--- src/rtl/playbus_block_sequencer_if.sv ---
// Bundle of the signals passed between the block sequencer and its environment.
// The environment is the command source plus the PlayBus controller.
//   master : sequencer side.
//            Inputs:  RUN, STOP, FUNC_SEL, FIRST_ADD, LAST_ADD, St.
//            Outputs: GO, FUNC, ADD, BUSY, DONE, ERR.
//   slave  : environment side, with every direction reversed.
// ADD_W must match the ADD_W of the sequencer that uses this interface.
interface playbus_block_sequencer_if #(
  parameter int ADD_W = 4
);
  logic             RUN;
  logic             STOP;
  logic [2:0]       FUNC_SEL;
  logic [ADD_W-1:0] FIRST_ADD;
  logic [ADD_W-1:0] LAST_ADD;
  logic [1:0]       St;
  logic             GO;
  logic [2:0]       FUNC;
  logic [ADD_W-1:0] ADD;
  logic             BUSY;
  logic             DONE;
  logic             ERR;

  modport master (
    input  RUN, STOP, FUNC_SEL, FIRST_ADD, LAST_ADD, St,
    output GO, FUNC, ADD, BUSY, DONE, ERR
  );

  modport slave (
    output RUN, STOP, FUNC_SEL, FIRST_ADD, LAST_ADD, St,
    input  GO, FUNC, ADD, BUSY, DONE, ERR
  );
endinterface

--- src/rtl/playbus_block_sequencer.sv ---
// playbus_block_sequencer
// This is the upstream command stage for the PlayBus controller. It applies one
// function across the address range FIRST_ADD..LAST_ADD, one address per
// operation, and the range wraps modulo 2^ADD_W.
//   Dynamic functions (3-7): raise GO, wait for St==3, drop GO, wait for St==0,
//   then advance to the next address.
//   Static functions (0-2): GO stays low and each address is held for DWELL
//   cycles, which gives a display sweep.
// Ports:
//   CK2HZ : clock shared with PlayBus.
//   n_CLR : synchronous, active-low reset.
//   pb    : playbus_block_sequencer_if.master.
//           Inputs:  RUN, STOP, FUNC_SEL, FIRST_ADD, LAST_ADD, St.
//           Outputs: GO, FUNC, ADD, BUSY, DONE, ERR. All outputs are registered.
// Configuration macro: PLAYBUS_AUTO_REPEAT_EN.
//   Defined: the range repeats from FIRST_ADD until STOP, and DONE is reached
//   only through STOP.
//   Undefined: the range runs once, then DONE.
module playbus_block_sequencer #(
  parameter int ADD_W   = 4,
  parameter int DWELL   = 2,
  parameter int TIMEOUT = 6
) (
  input logic                   CK2HZ,
  input logic                   n_CLR,
  playbus_block_sequencer_if.master pb
);

  typedef enum logic [2:0] {
    S_IDLE, S_LOAD, S_ISSUE, S_RELEASE, S_HOLD, S_NEXT, S_DONE, S_ERROR
  } state_t;

  localparam int CNT_MAX = (TIMEOUT > DWELL) ? TIMEOUT : DWELL;
  localparam int CNT_W   = $clog2(CNT_MAX + 1);
  localparam logic [CNT_W-1:0] TO_LAST   = CNT_W'(TIMEOUT - 1);
  // The NEXT cycle shows the current address too. HOLD therefore lasts
  // DWELL-1 cycles, so that each address is visible for exactly DWELL cycles.
  localparam logic [CNT_W-1:0] HOLD_LAST = CNT_W'((DWELL > 1) ? DWELL - 2 : 0);

  state_t           state_q;
  logic             run_q;
  logic [CNT_W-1:0] cnt_q;
  logic [ADD_W-1:0] last_q;
  logic             go_q, busy_q, done_q, err_q;
  logic [2:0]       func_q;
  logic [ADD_W-1:0] add_q;
`ifdef PLAYBUS_AUTO_REPEAT_EN
  logic [ADD_W-1:0] first_q;
`endif

  logic             start;
  logic             finish_d;
  logic [ADD_W-1:0] add_d;

  // When STOP and a RUN edge arrive in the same cycle, STOP wins and the start is dropped.
  assign start = pb.RUN & ~run_q & ~pb.STOP;

  always_comb begin
    finish_d = 1'b0;
    add_d    = add_q + ADD_W'(1);
`ifdef PLAYBUS_AUTO_REPEAT_EN
    finish_d = pb.STOP;
    if (add_q == last_q) add_d = first_q;
`else
    finish_d = pb.STOP | (add_q == last_q);
`endif
  end

  // Choose the per-address state. With DWELL==1, HOLD is skipped and the
  // sequencer goes straight to NEXT.
  function automatic state_t op_state(input logic [2:0] f);
    if (f >= 3'd3)     return S_ISSUE;
    else if (DWELL > 1) return S_HOLD;
    else                return S_NEXT;
  endfunction

  always_ff @(posedge CK2HZ) begin
    if (!n_CLR) begin
      state_q <= S_IDLE;
      run_q   <= 1'b0;
      cnt_q   <= '0;
      last_q  <= '0;
      go_q    <= 1'b0;
      busy_q  <= 1'b0;
      done_q  <= 1'b0;
      err_q   <= 1'b0;
      func_q  <= '0;
      add_q   <= '0;
`ifdef PLAYBUS_AUTO_REPEAT_EN
      first_q <= '0;
`endif
    end else begin
      run_q <= pb.RUN;
      case (state_q)
        S_IDLE, S_DONE, S_ERROR: begin
          if (start) begin
            state_q <= S_LOAD;
            busy_q  <= 1'b1;
            done_q  <= 1'b0;
            err_q   <= 1'b0;
          end
        end
        S_LOAD: begin
          func_q  <= pb.FUNC_SEL;
          add_q   <= pb.FIRST_ADD;
          last_q  <= pb.LAST_ADD;
`ifdef PLAYBUS_AUTO_REPEAT_EN
          first_q <= pb.FIRST_ADD;
`endif
          cnt_q   <= '0;
          go_q    <= (pb.FUNC_SEL >= 3'd3);
          state_q <= op_state(pb.FUNC_SEL);
        end
        S_ISSUE, S_RELEASE: begin
          // In ISSUE, GO is held until end_dynamic, even when STOP is raised.
          if ((state_q == S_ISSUE && pb.St == 2'd3) ||
              (state_q == S_RELEASE && pb.St == 2'd0)) begin
            go_q    <= 1'b0;
            cnt_q   <= '0;
            state_q <= (state_q == S_ISSUE) ? S_RELEASE : S_NEXT;
          end else if (cnt_q == TO_LAST) begin
            go_q    <= 1'b0;
            busy_q  <= 1'b0;
            err_q   <= 1'b1;
            state_q <= S_ERROR;
          end else begin
            cnt_q <= cnt_q + CNT_W'(1);
          end
        end
        S_HOLD: begin
          if (cnt_q == HOLD_LAST) state_q <= S_NEXT;
          else                    cnt_q   <= cnt_q + CNT_W'(1);
        end
        S_NEXT: begin
          if (finish_d) begin
            busy_q  <= 1'b0;
            done_q  <= 1'b1;
            state_q <= S_DONE;
          end else begin
            add_q   <= add_d;
            cnt_q   <= '0;
            go_q    <= (func_q >= 3'd3);
            state_q <= op_state(func_q);
          end
        end
        default: state_q <= S_IDLE;
      endcase
    end
  end

  assign pb.GO   = go_q;
  assign pb.FUNC = func_q;
  assign pb.ADD  = add_q;
  assign pb.BUSY = busy_q;
  assign pb.DONE = done_q;
  assign pb.ERR  = err_q;

endmodule

--- src/flat_wrapper.sv ---
// flat-port wrapper written by rule: the top's interface ports become plain ports
module playbus_block_sequencer_flat 
#(
  parameter int ADD_W   = 4,
  parameter int DWELL   = 2,
  parameter int TIMEOUT = 6
)
  (CK2HZ, n_CLR, pb_RUN, pb_STOP, pb_FUNC_SEL, pb_FIRST_ADD, pb_LAST_ADD, pb_St, pb_GO, pb_FUNC, pb_ADD, pb_BUSY, pb_DONE, pb_ERR);
  playbus_block_sequencer_if #(.ADD_W(ADD_W)) pb_i ();
  input logic CK2HZ;
  input logic n_CLR;
  input wire logic [$bits(pb_i.RUN)-1:0] pb_RUN;
  input wire logic [$bits(pb_i.STOP)-1:0] pb_STOP;
  input wire logic [$bits(pb_i.FUNC_SEL)-1:0] pb_FUNC_SEL;
  input wire logic [$bits(pb_i.FIRST_ADD)-1:0] pb_FIRST_ADD;
  input wire logic [$bits(pb_i.LAST_ADD)-1:0] pb_LAST_ADD;
  input wire logic [$bits(pb_i.St)-1:0] pb_St;
  output wire logic [$bits(pb_i.GO)-1:0] pb_GO;
  output wire logic [$bits(pb_i.FUNC)-1:0] pb_FUNC;
  output wire logic [$bits(pb_i.ADD)-1:0] pb_ADD;
  output wire logic [$bits(pb_i.BUSY)-1:0] pb_BUSY;
  output wire logic [$bits(pb_i.DONE)-1:0] pb_DONE;
  output wire logic [$bits(pb_i.ERR)-1:0] pb_ERR;
  assign pb_i.RUN = pb_RUN;
  assign pb_i.STOP = pb_STOP;
  assign pb_i.FUNC_SEL = pb_FUNC_SEL;
  assign pb_i.FIRST_ADD = pb_FIRST_ADD;
  assign pb_i.LAST_ADD = pb_LAST_ADD;
  assign pb_i.St = pb_St;
  assign pb_GO = pb_i.GO;
  assign pb_FUNC = pb_i.FUNC;
  assign pb_ADD = pb_i.ADD;
  assign pb_BUSY = pb_i.BUSY;
  assign pb_DONE = pb_i.DONE;
  assign pb_ERR = pb_i.ERR;
  playbus_block_sequencer #(.ADD_W(ADD_W), .DWELL(DWELL), .TIMEOUT(TIMEOUT)) u_core (.CK2HZ(CK2HZ), .n_CLR(n_CLR), .pb(pb_i));
endmodule
--- config.mk ---
export PLATFORM = sky130hd
export DESIGN_NAME = playbus_block_sequencer_flat
export DESIGN_NICKNAME = d
export VERILOG_FILES = /design/src/rtl/playbus_block_sequencer_if.sv /design/src/rtl/playbus_block_sequencer.sv /design/src/flat_wrapper.sv
export SDC_FILE = /design/constraint.sdc
export NUM_CORES = 1
export LEC_CHECK = 0
export ABC_AREA = 1
export CAP_MARGIN = 10
export CORE_UTILIZATION = 45
export CTS_CLUSTER_DIAMETER = 150
export CTS_CLUSTER_SIZE = 24
export DETAILED_ROUTE_END_ITERATION = 8
export PLACE_DENSITY = 0.73
export SYNTH_ARGS = -nofsm -noshare
export SYNTH_HDL_FRONTEND = slang
export SYNTH_SLANG_ARGS = --single-unit
--- constraint.sdc ---
create_clock -name CK2HZ -period 2.16 [get_ports CK2HZ]
set_input_delay 0.216 -clock CK2HZ [delete_from_list [all_inputs] [get_ports CK2HZ]]
set_output_delay 0.216 -clock CK2HZ [all_outputs]
set_load 0.01 [all_outputs]
== Word level (Yosys, flattened, before mapping) ==
Index checks and enable logic that the tools add are counted.
Cells by class
  reductions and logical operators: 21
  bitwise logic cells: 5
  equal/unequal tests: 19
  order comparisons: 2
  $add $sub $neg: 2
  multiplexer cells: 30
Operators by type and width (number)
  3-bit 2-to-1 mux: 12
  3-bit == test, second input constant: 5
  3-bit one-hot mux with 5 select lines: 1
  3-bit one-hot mux with 4 select lines: 1
  1-bit 2-to-1 mux: 10
  3-bit AND reduction: 3
  2-bit by 1-bit inequality test with 1-bit output, second input constant: 4
  4-bit one-hot mux with 2 select lines: 1
  4-bit AND reduction: 2
  3-bit by 2-bit == test with 1-bit output, second input constant: 2
  3-bit by 2-bit >= comparator with 1-bit output, second input constant: 2
  3-bit zero test: 2
  2-bit inequality test, second input constant: 3
  1-bit one-hot mux with 3 select lines: 2
  2-bit nonzero test: 3
  3-bit nonzero test: 2
  5-bit AND reduction: 1
  4-bit by 1-bit adder with 4-bit output, second input constant: 1
  4-bit == test: 1
  4-bit 2-to-1 mux: 1
  1-bit one-hot mux with 2 select lines: 2
  4-bit nonzero test: 1
  3-bit by 1-bit adder with 3-bit output, second input constant: 1
  3-bit by 1-bit == test with 1-bit output, second input constant: 1
  12 further kinds: 15
Word-level totals
  bits of input ports: 17
  bits in registers: 22
  output and inout bits: 11
  word-level logic and storage cells: 89

== Logic depth before layout (Yosys ltp) ==
Gate-level depths: netlist (run 1).
  depth after elaboration: 5
  depth in mapped cells: 11

== Worst setup path before layout (run 1) ==
OpenSTA, ideal clock, no wires.
  path kind: reg-to-reg
  from: register u_core.add_q[0] (netlist: u_core.pb.ADD[0])
  to: register u_core.cnt_q[1]
  path buffers: 0
  arrival: 1.166 ns
  period minus slack after synthesis: 1.286 ns
  setup time: 0.120 ns
  slack: 0.874 ns
  data required time: 2.040 ns
  stages on the path, launching flop included: 12
  path through: dfxtp_1 inv_1 nand2_1 nand2_1 nor2_1 nand2_1 nand2_1 nand2_1 nand2_1 nand2_1 nand2_1 nor2_1
Between the ends
  longest elaborated chain between the ends: 4
Ends and longest elaborated chain
  from (decl): RTL line playbus_block_sequencer.sv:46  | logic [ADD_W-1:0] add_q;
  from (signal assigned): RTL line playbus_block_sequencer.sv:105  | add_q <= pb.FIRST_ADD;
  4-bit == test: RTL line playbus_block_sequencer.sv:65  | finish_d = pb.STOP | (add_q == last_q);
  1-bit OR: RTL line playbus_block_sequencer.sv:65
  2-bit inequality test (no source line)
  4-bit AND reduction (no source line)
  to (signal assigned): RTL line playbus_block_sequencer.sv:127  | cnt_q <= cnt_q + CNT_W'(1);
  to (signal assigned): RTL line playbus_block_sequencer.sv:132  | else cnt_q <= cnt_q + CNT_W'(1);
  to (decl): RTL line playbus_block_sequencer.sv:42  | logic [CNT_W-1:0] cnt_q;
Every way passes these cells.
A chain may end at the register's enable or synchronous reset.

== Final worst setup path (run 1) ==
  from: register u_core.add_q[0] (netlist: u_core.pb.ADD[0])
  to: output pb_ADD[0]
RTL lines
  to (decl): RTL line flat_wrapper.sv:20  | output wire logic [$bits(pb_i.ADD)-1:0] pb_ADD;
No word-level cell between the ends.

==> results of run 1 <==
-- cell families after synthesis --
| kind of cell | synth area share |
|---|---|
| XOR/XNOR | 0.00662 |
| AO/OA/AOI/OAI | 0.141 |
| AND/OR/NAND/NOR | 0.390 |
| adder cells (fa/ha/maj) | 0.0378 |
| buffers and inverters | 0.0917 |
| flip-flops | 0.333 |
-- area by class of cell --
cell class | count | area share
clock buffers | 3 | 0.0134
multi-input cells | 160 | 0.452
inverters | 30 | 0.0669
clock inverters | 1 | 0.0178
flip-flops and latches | 22 | 0.262
repair buffers | 28 | 0.165
well taps | 31 | 0.0230
-- registers in the layout, indices dropped and copies added, names as in the netlist --
register	flops
u_core.pb.GO	1
u_core.pb.DONE	1
u_core.state_q	3
u_core.pb.FUNC	3
u_core.pb.ERR	1
u_core.run_q	1
u_core.last_q	4
u_core.cnt_q	3
u_core.pb.ADD	4
u_core.pb.BUSY	1
-- placed cells by master, fill, tap and decap left out, drive strengths merged --
cell type       n
a21oi          17
dfxtp          22
nor2           32
or2             1
clkdlybuf4s50  27
inv            30
a21o            1
ha              4
xor2            1
buf             1
nand4           3
o21ai          18
nand2          67
clkbuf          3
nand3          16
bufinv          1
-- per-stage QoR --
stage               instance area (µm²)  instances  setup slack (ps)  hold WS (ps)
finish                             1680        275               568           437
global route                       1680        275               377           487
CTS                                1680        275               560           438
detailed placement                 1630        271               526           454
global placement                   1630        271               583           451
floorplan                          1320        214               874           309
-- final timing paths --
check	from	end	slack (ps)
hold / removal	pb_RUN	u_core.run_q	440
setup / recovery	u_core.pb.ADD[0]	pb_ADD[0]	570
hold reg to reg	u_core.pb.DONE	u_core.pb.DONE	470
setup reg to reg	u_core.state_q[1]	u_core.pb.ADD[2]	600
-- per-layer routing --
layer | share of wire | global-route usage | up-vias | routed length (µm)
met4 | 0.020 | 0.111 | 0 | 63
li1 | - | - | 739 | -
met3 | 0.035 | 0.0279 | 4 | 109
met2 | 0.45 | 0.359 | 25 | 1380
met1 | 0.50 | 0.275 | 583 | 1520
met5 | 0 | 0 | - | 0
-- power groups by stage --
stage	clock network, mW	logic, mW	registers [mW]
after floorplan	0	0.837	0.686
after global placement	0	1.17	0.676
after detailed placement	0	1.18	0.680
after CTS	0.335	1.19	0.670
after global routing	0.342	1.38	0.691
final	0.326	1.19	0.670
==> flow_metrics.py, run 1 <==
metrics = {
    "status": {
        "status": "finished clean",
    },
    "power": {
        "total_power_mw": 2.18,
        "power_density_nw_per_um2": 1300,
        "p_comb_frac": 0.544,
        "power_frac_seq": 0.307,
        "internal_power_mw": 1.21,
        "clkPwrFrac": 0.149,
        "power.switching_mw": 0.976,
        "leakagePower_nw": 0.792,
        "ir_drop_mv": 0.781,
        "switching_share": 0.447,
    },
    "synth": {
        "ys_warn_count": 0,
        "async_reset_ff_frac": 0,
        "synth_area_leaders": "dfxtp_1 33%, nand2_1 18%, nor2_1 7.9%",
        "yosysSeqAreaShare": 0.333,
        "yosysTopAreaCell": "dfxtp_1",
        "synth_enable_flop_cells": 0,
        "syn_avg_cell_area_um2": 6.19,
        "ys_types": 22,
        "ys.flop_type": "dfxtp_1",
        "ys_ff_latch": 22,
        "netlist.area_leader.share": 0.333,
        "yosys-top-cells-count": "65 x nand2_1, 28 x nor2_1, 24 x inv_1, 22 x dfxtp_1, 17 x a21oi_1",
        "syn_nets": 235,
        "synth_most_common_cell": "nand2_1",
        "synthCells": 214,
        "synth_area_um2": 1320,
    },
    "critical_path": {
        "crit_type": "register to output port",
        "crit_arrival_ps": 1380,
        "max_stage_delay_ps": 580,
        "crit_family": "buffers and inverters",
        "critPathMaxFanout": 7,
        "worstPathBufferInverterCount": 1,
        "critPathLaunchType": "register",
        "slowest_stage": "clkdlybuf4s50_1",
        "worstPathRequired_ps": 1940,
        "crit_chain": "clkdlybuf4s50_1",
        "path_depth": 1,
        "worstSetupEndpointType": "output port",
        "reg2reg_depth": 8,
    },
    "final_layout": {
        "area_growth_pct": 27.2,
        "antenna_cells": 0,
        "fin_util": 0.605,
        "fillerInstances": 283,
        "drive_gt1_frac": 0.0861,
        "multi_input_area_um2": 762,
        "seq_area_um2": 440,
        "final_nets": 266,
    },
    "timing": {
        "min_period_ps": 1590,
        "setup_viol": 0,
        "hold_violations": 0,
        "slew_headroom": 0.748,
        "maxClockFrequency_ghz": 0.628,
        "drv_slew": 0,
        "grt_setup_unrepaired": "false",
        "timing.setup.tns_ps": 0,
        "finClkSkew_ps": 8.88,
        "finalCritPeriodShare": 0.737,
        "worst_slew_pin_slew_ps": 376,
    },
    "detailed_routing": {
        "drtAntennaViolNets": 0,
        "avgRoutedWirePerCell_um": 11.2,
        "vias": 1351,
        "drt_iter0_markers": 39,
        "drc": 0,
        "viasPerCell": 4.91,
        "wirelength_mm": 3.08,
        "drt_pass1_iterations": 5,
    },
    "clock_network": {
        "clk_pin_slew_ps": 130,
        "cts.hold.buffers_added": 0,
        "cts_setup_buffers": 0,
        "cts.sinks": 22,
        "cts_buffers": 3,
        "cts_tree": "built",
        "cts_root_buf": "clkbuf_4",
        "clk_path_buf_depth": 2,
        "worstSkewPairLatency_ps": 330,
        "cts_resized": 0,
        "h-tree-depth": 1,
    },
    "die": {
        "rows": 19,
        "coreArea_um2": 2780,
        "initial_utilization": 0.476,
        "die_area_um2": 3160,
        "die_y_um": 56.2,
        "die_w_um": 56.2,
        "io_pins": 28,
    },
    "placement": {
        "gp_congestion": 0.850,
        "portBuffers": 27,
        "hpwl_mm": 2.35,
    },
    "grt": {
        "first_global_vias": 1235,
        "antenna_found_initial": 0,
        "grt_max_degree": 14,
        "grt_usage": 0.217,
        "grt_pass1_wl_mm": 5.36,
        "grt_overflow": 0,
    },
    "worst_hold_path": {
        "hold_path_class": "input port to register",
        "hold_depth": 3,
    },
    "run": {
        "maxCapViolations": 0,
    },
}
No activity file was read; power rests on OpenSTA's default activity.
==> run 2, diff against run 1 <==
- clock period: 2.16 -> 1.6 ns (I/O delays scaled with it)
==> run 2 against run 1 <==
First-iteration DRC count grew 15%; core utilization increased by 0.76 points; wire length shrank 4.6%; global-route usage decreased by 0.95 points; setup slack lost 420 ps; total power grew 33%; die area stayed put; clock-buffer cell count up 1; non-clock buffer count grew 4; critical endpoint is now u_core.pb.ADD[2]; largest power group unchanged.
==> flow_metrics.py, run 2 (synthesized netlist as in run 1, its figures left out) <==
metrics = {
    "die": {
        "io_pins": 28,
        "initial_utilization": 0.476,
        "coreArea_um2": 2780,
        "die_w_um": 56.2,
        "rows": 19,
        "die_area_um2": 3160,
        "die_y_um": 56.2,
    },
    "timing": {
        "finalCritPeriodShare": 0.908,
        "worst_slew_pin_slew_ps": 270,
        "grt_setup_unrepaired": "false",
        "finClkSkew_ps": 2.54,
        "timing.setup.tns_ps": 0,
        "maxClockFrequency_ghz": 0.688,
        "hold_violations": 0,
        "min_period_ps": 1450,
        "setup_viol": 0,
        "drv_slew": 0,
        "slew_headroom": 0.820,
    },
    "critical_path": {
        "crit_type": "register to register",
        "critPathMaxFanout": 7,
        "worstSetupEndpointType": "register",
        "worstPathRequired_ps": 1830,
        "max_stage_delay_ps": 390,
        "crit_arrival_ps": 1680,
        "crit_chain": "inv_2, nand2_2, nor2_4, nand3_1, nand2_1, inv_1, nor2_1, nor2_1",
        "worstPathBufferInverterCount": 2,
        "critPathLaunchType": "register",
        "slowest_stage": "dfxtp_1",
        "crit_family": "simple AND/OR/NAND/NOR gates",
        "crit_top_cell": "nor2_1",
    },
    "grt": {
        "grt_max_degree": 13,
        "antenna_found_initial": 0,
        "first_global_vias": 1221,
        "grt_pass1_wl_mm": 5.25,
        "grt_usage": 0.208,
        "grt_overflow": 0,
    },
    "power": {
        "p_comb_frac": 0.579,
        "leakagePower_nw": 0.807,
        "clkPwrFrac": 0.111,
        "ir_drop_mv": 0.872,
        "power.switching_mw": 1.32,
        "power_frac_seq": 0.310,
        "internal_power_mw": 1.58,
        "switching_share": 0.456,
        "power_density_nw_per_um2": 1700,
    },
    "clock_network": {
        "cts_setup_buffers": 0,
        "cts.sinks": 22,
        "cts_tree": "built",
        "cts_buffers": 3,
        "cts_root_buf": "clkbuf_4",
        "clk_pin_slew_ps": 130,
        "clk_path_buf_depth": 2,
        "cts.hold.buffers_added": 0,
        "cts_resized": 0,
        "h-tree-depth": 1,
        "worstSkewPairLatency_ps": 320,
    },
    "status": {
        "status": "finished clean",
    },
    "final_layout": {
        "stdcell_area_um2": 1710,
        "antenna_cells": 0,
        "layout_common_cells": "64 x nand2_1, 28 x nor2_1, 27 x clkdlybuf4s50_1",
        "fin_cells": 279,
        "area_growth_pct": 28.8,
        "drive_gt1_frac": 0.121,
        "layout_commonest_cell": "nand2_1",
        "final_nets": 270,
    },
    "detailed_routing": {
        "drtAntennaViolNets": 0,
        "wirelength_mm": 2.93,
        "avgRoutedWirePerCell_um": 10.5,
        "drt_iter0_markers": 45,
        "vias": 1343,
        "viasPerCell": 4.81,
        "drt_pass1_iterations": 6,
        "drc": 0,
    },
    "placement": {
        "gp_congestion": 0.853,
        "dpl_cell_area_um2": 1660,
        "portBuffers": 27,
        "dpl.cell_count": 275,
        "hpwl_mm": 2.26,
    },
    "run": {
        "maxCapViolations": 0,
    },
    "worst_hold_path": {
        "hold_path_class": "input port to register",
    },
}
## run 2: final cells by class
type / instances / area, µm²
fill: 277 / 1080
multi-input combinational: 160 / 764
sequential: 22 / 445
timing repair buffer: 32 / 308
inverter: 30 / 113
tap: 31 / 38.8
clock buffer: 4 / 36.3
## run 2: worst paths after layout
kind                                         from          endpoint  slack, ps  cells after the start
worst max register to register  u_core.state_q[1]  u_core.pb.ADD[2]        150                      8
worst min register to register     u_core.pb.BUSY    u_core.pb.BUSY        470                      2
worst max-delay path            u_core.state_q[1]  u_core.pb.ADD[2]        150                      8
worst min-delay path                       pb_RUN      u_core.run_q        390                      3
## run 2: per-layer routing
metal / track usage / routed length [µm]
met5: 0 / 0
met2: 0.335 / 1280
met3: 0.0209 / 100
met4: 0.0836 / 47
met1: 0.283 / 1510
## run 2: through the flow
| step | total power [mW] | hold WS, ps | setup WS (ps) | util |
|---|---|---|---|---|
| floorplan | 2.06 | 253 | 314 | - |
| finish | 2.91 | 388 | 147 | 0.613 |
| global placement | 2.56 | 451 | 80.4 | 0.597 |
| CTS | 2.90 | 383 | 64.9 | 0.610 |
| detailed placement | 2.57 | 459 | 42.5 | 0.597 |
| global route | 3.24 | 420 | 15.6 | 0.613 |
## run 2: power by group through the flow
stage / registers, mW / clock network [mW] / logic, mW
after global placement: 0.906 / 0 / 1.65
final: 0.901 / 0.323 / 1.68
after CTS: 0.892 / 0.331 / 1.68
after global routing: 0.936 / 0.350 / 1.95
after floorplan: 0.927 / 0 / 1.13
after detailed placement: 0.906 / 0 / 1.66
## run 2: tightest hold or removal path, cell delays in order
cell and delay (ps):
clkdlybuf4s50_1 430, nand2_1 70, inv_1 30
==> run 3, diff against run 2 <==
- HOLD_SLACK_MARGIN: default -> 0.06
==> results of run 3 <==
Same layout as run 2: the final DEF is identical, and so are final timing and power.
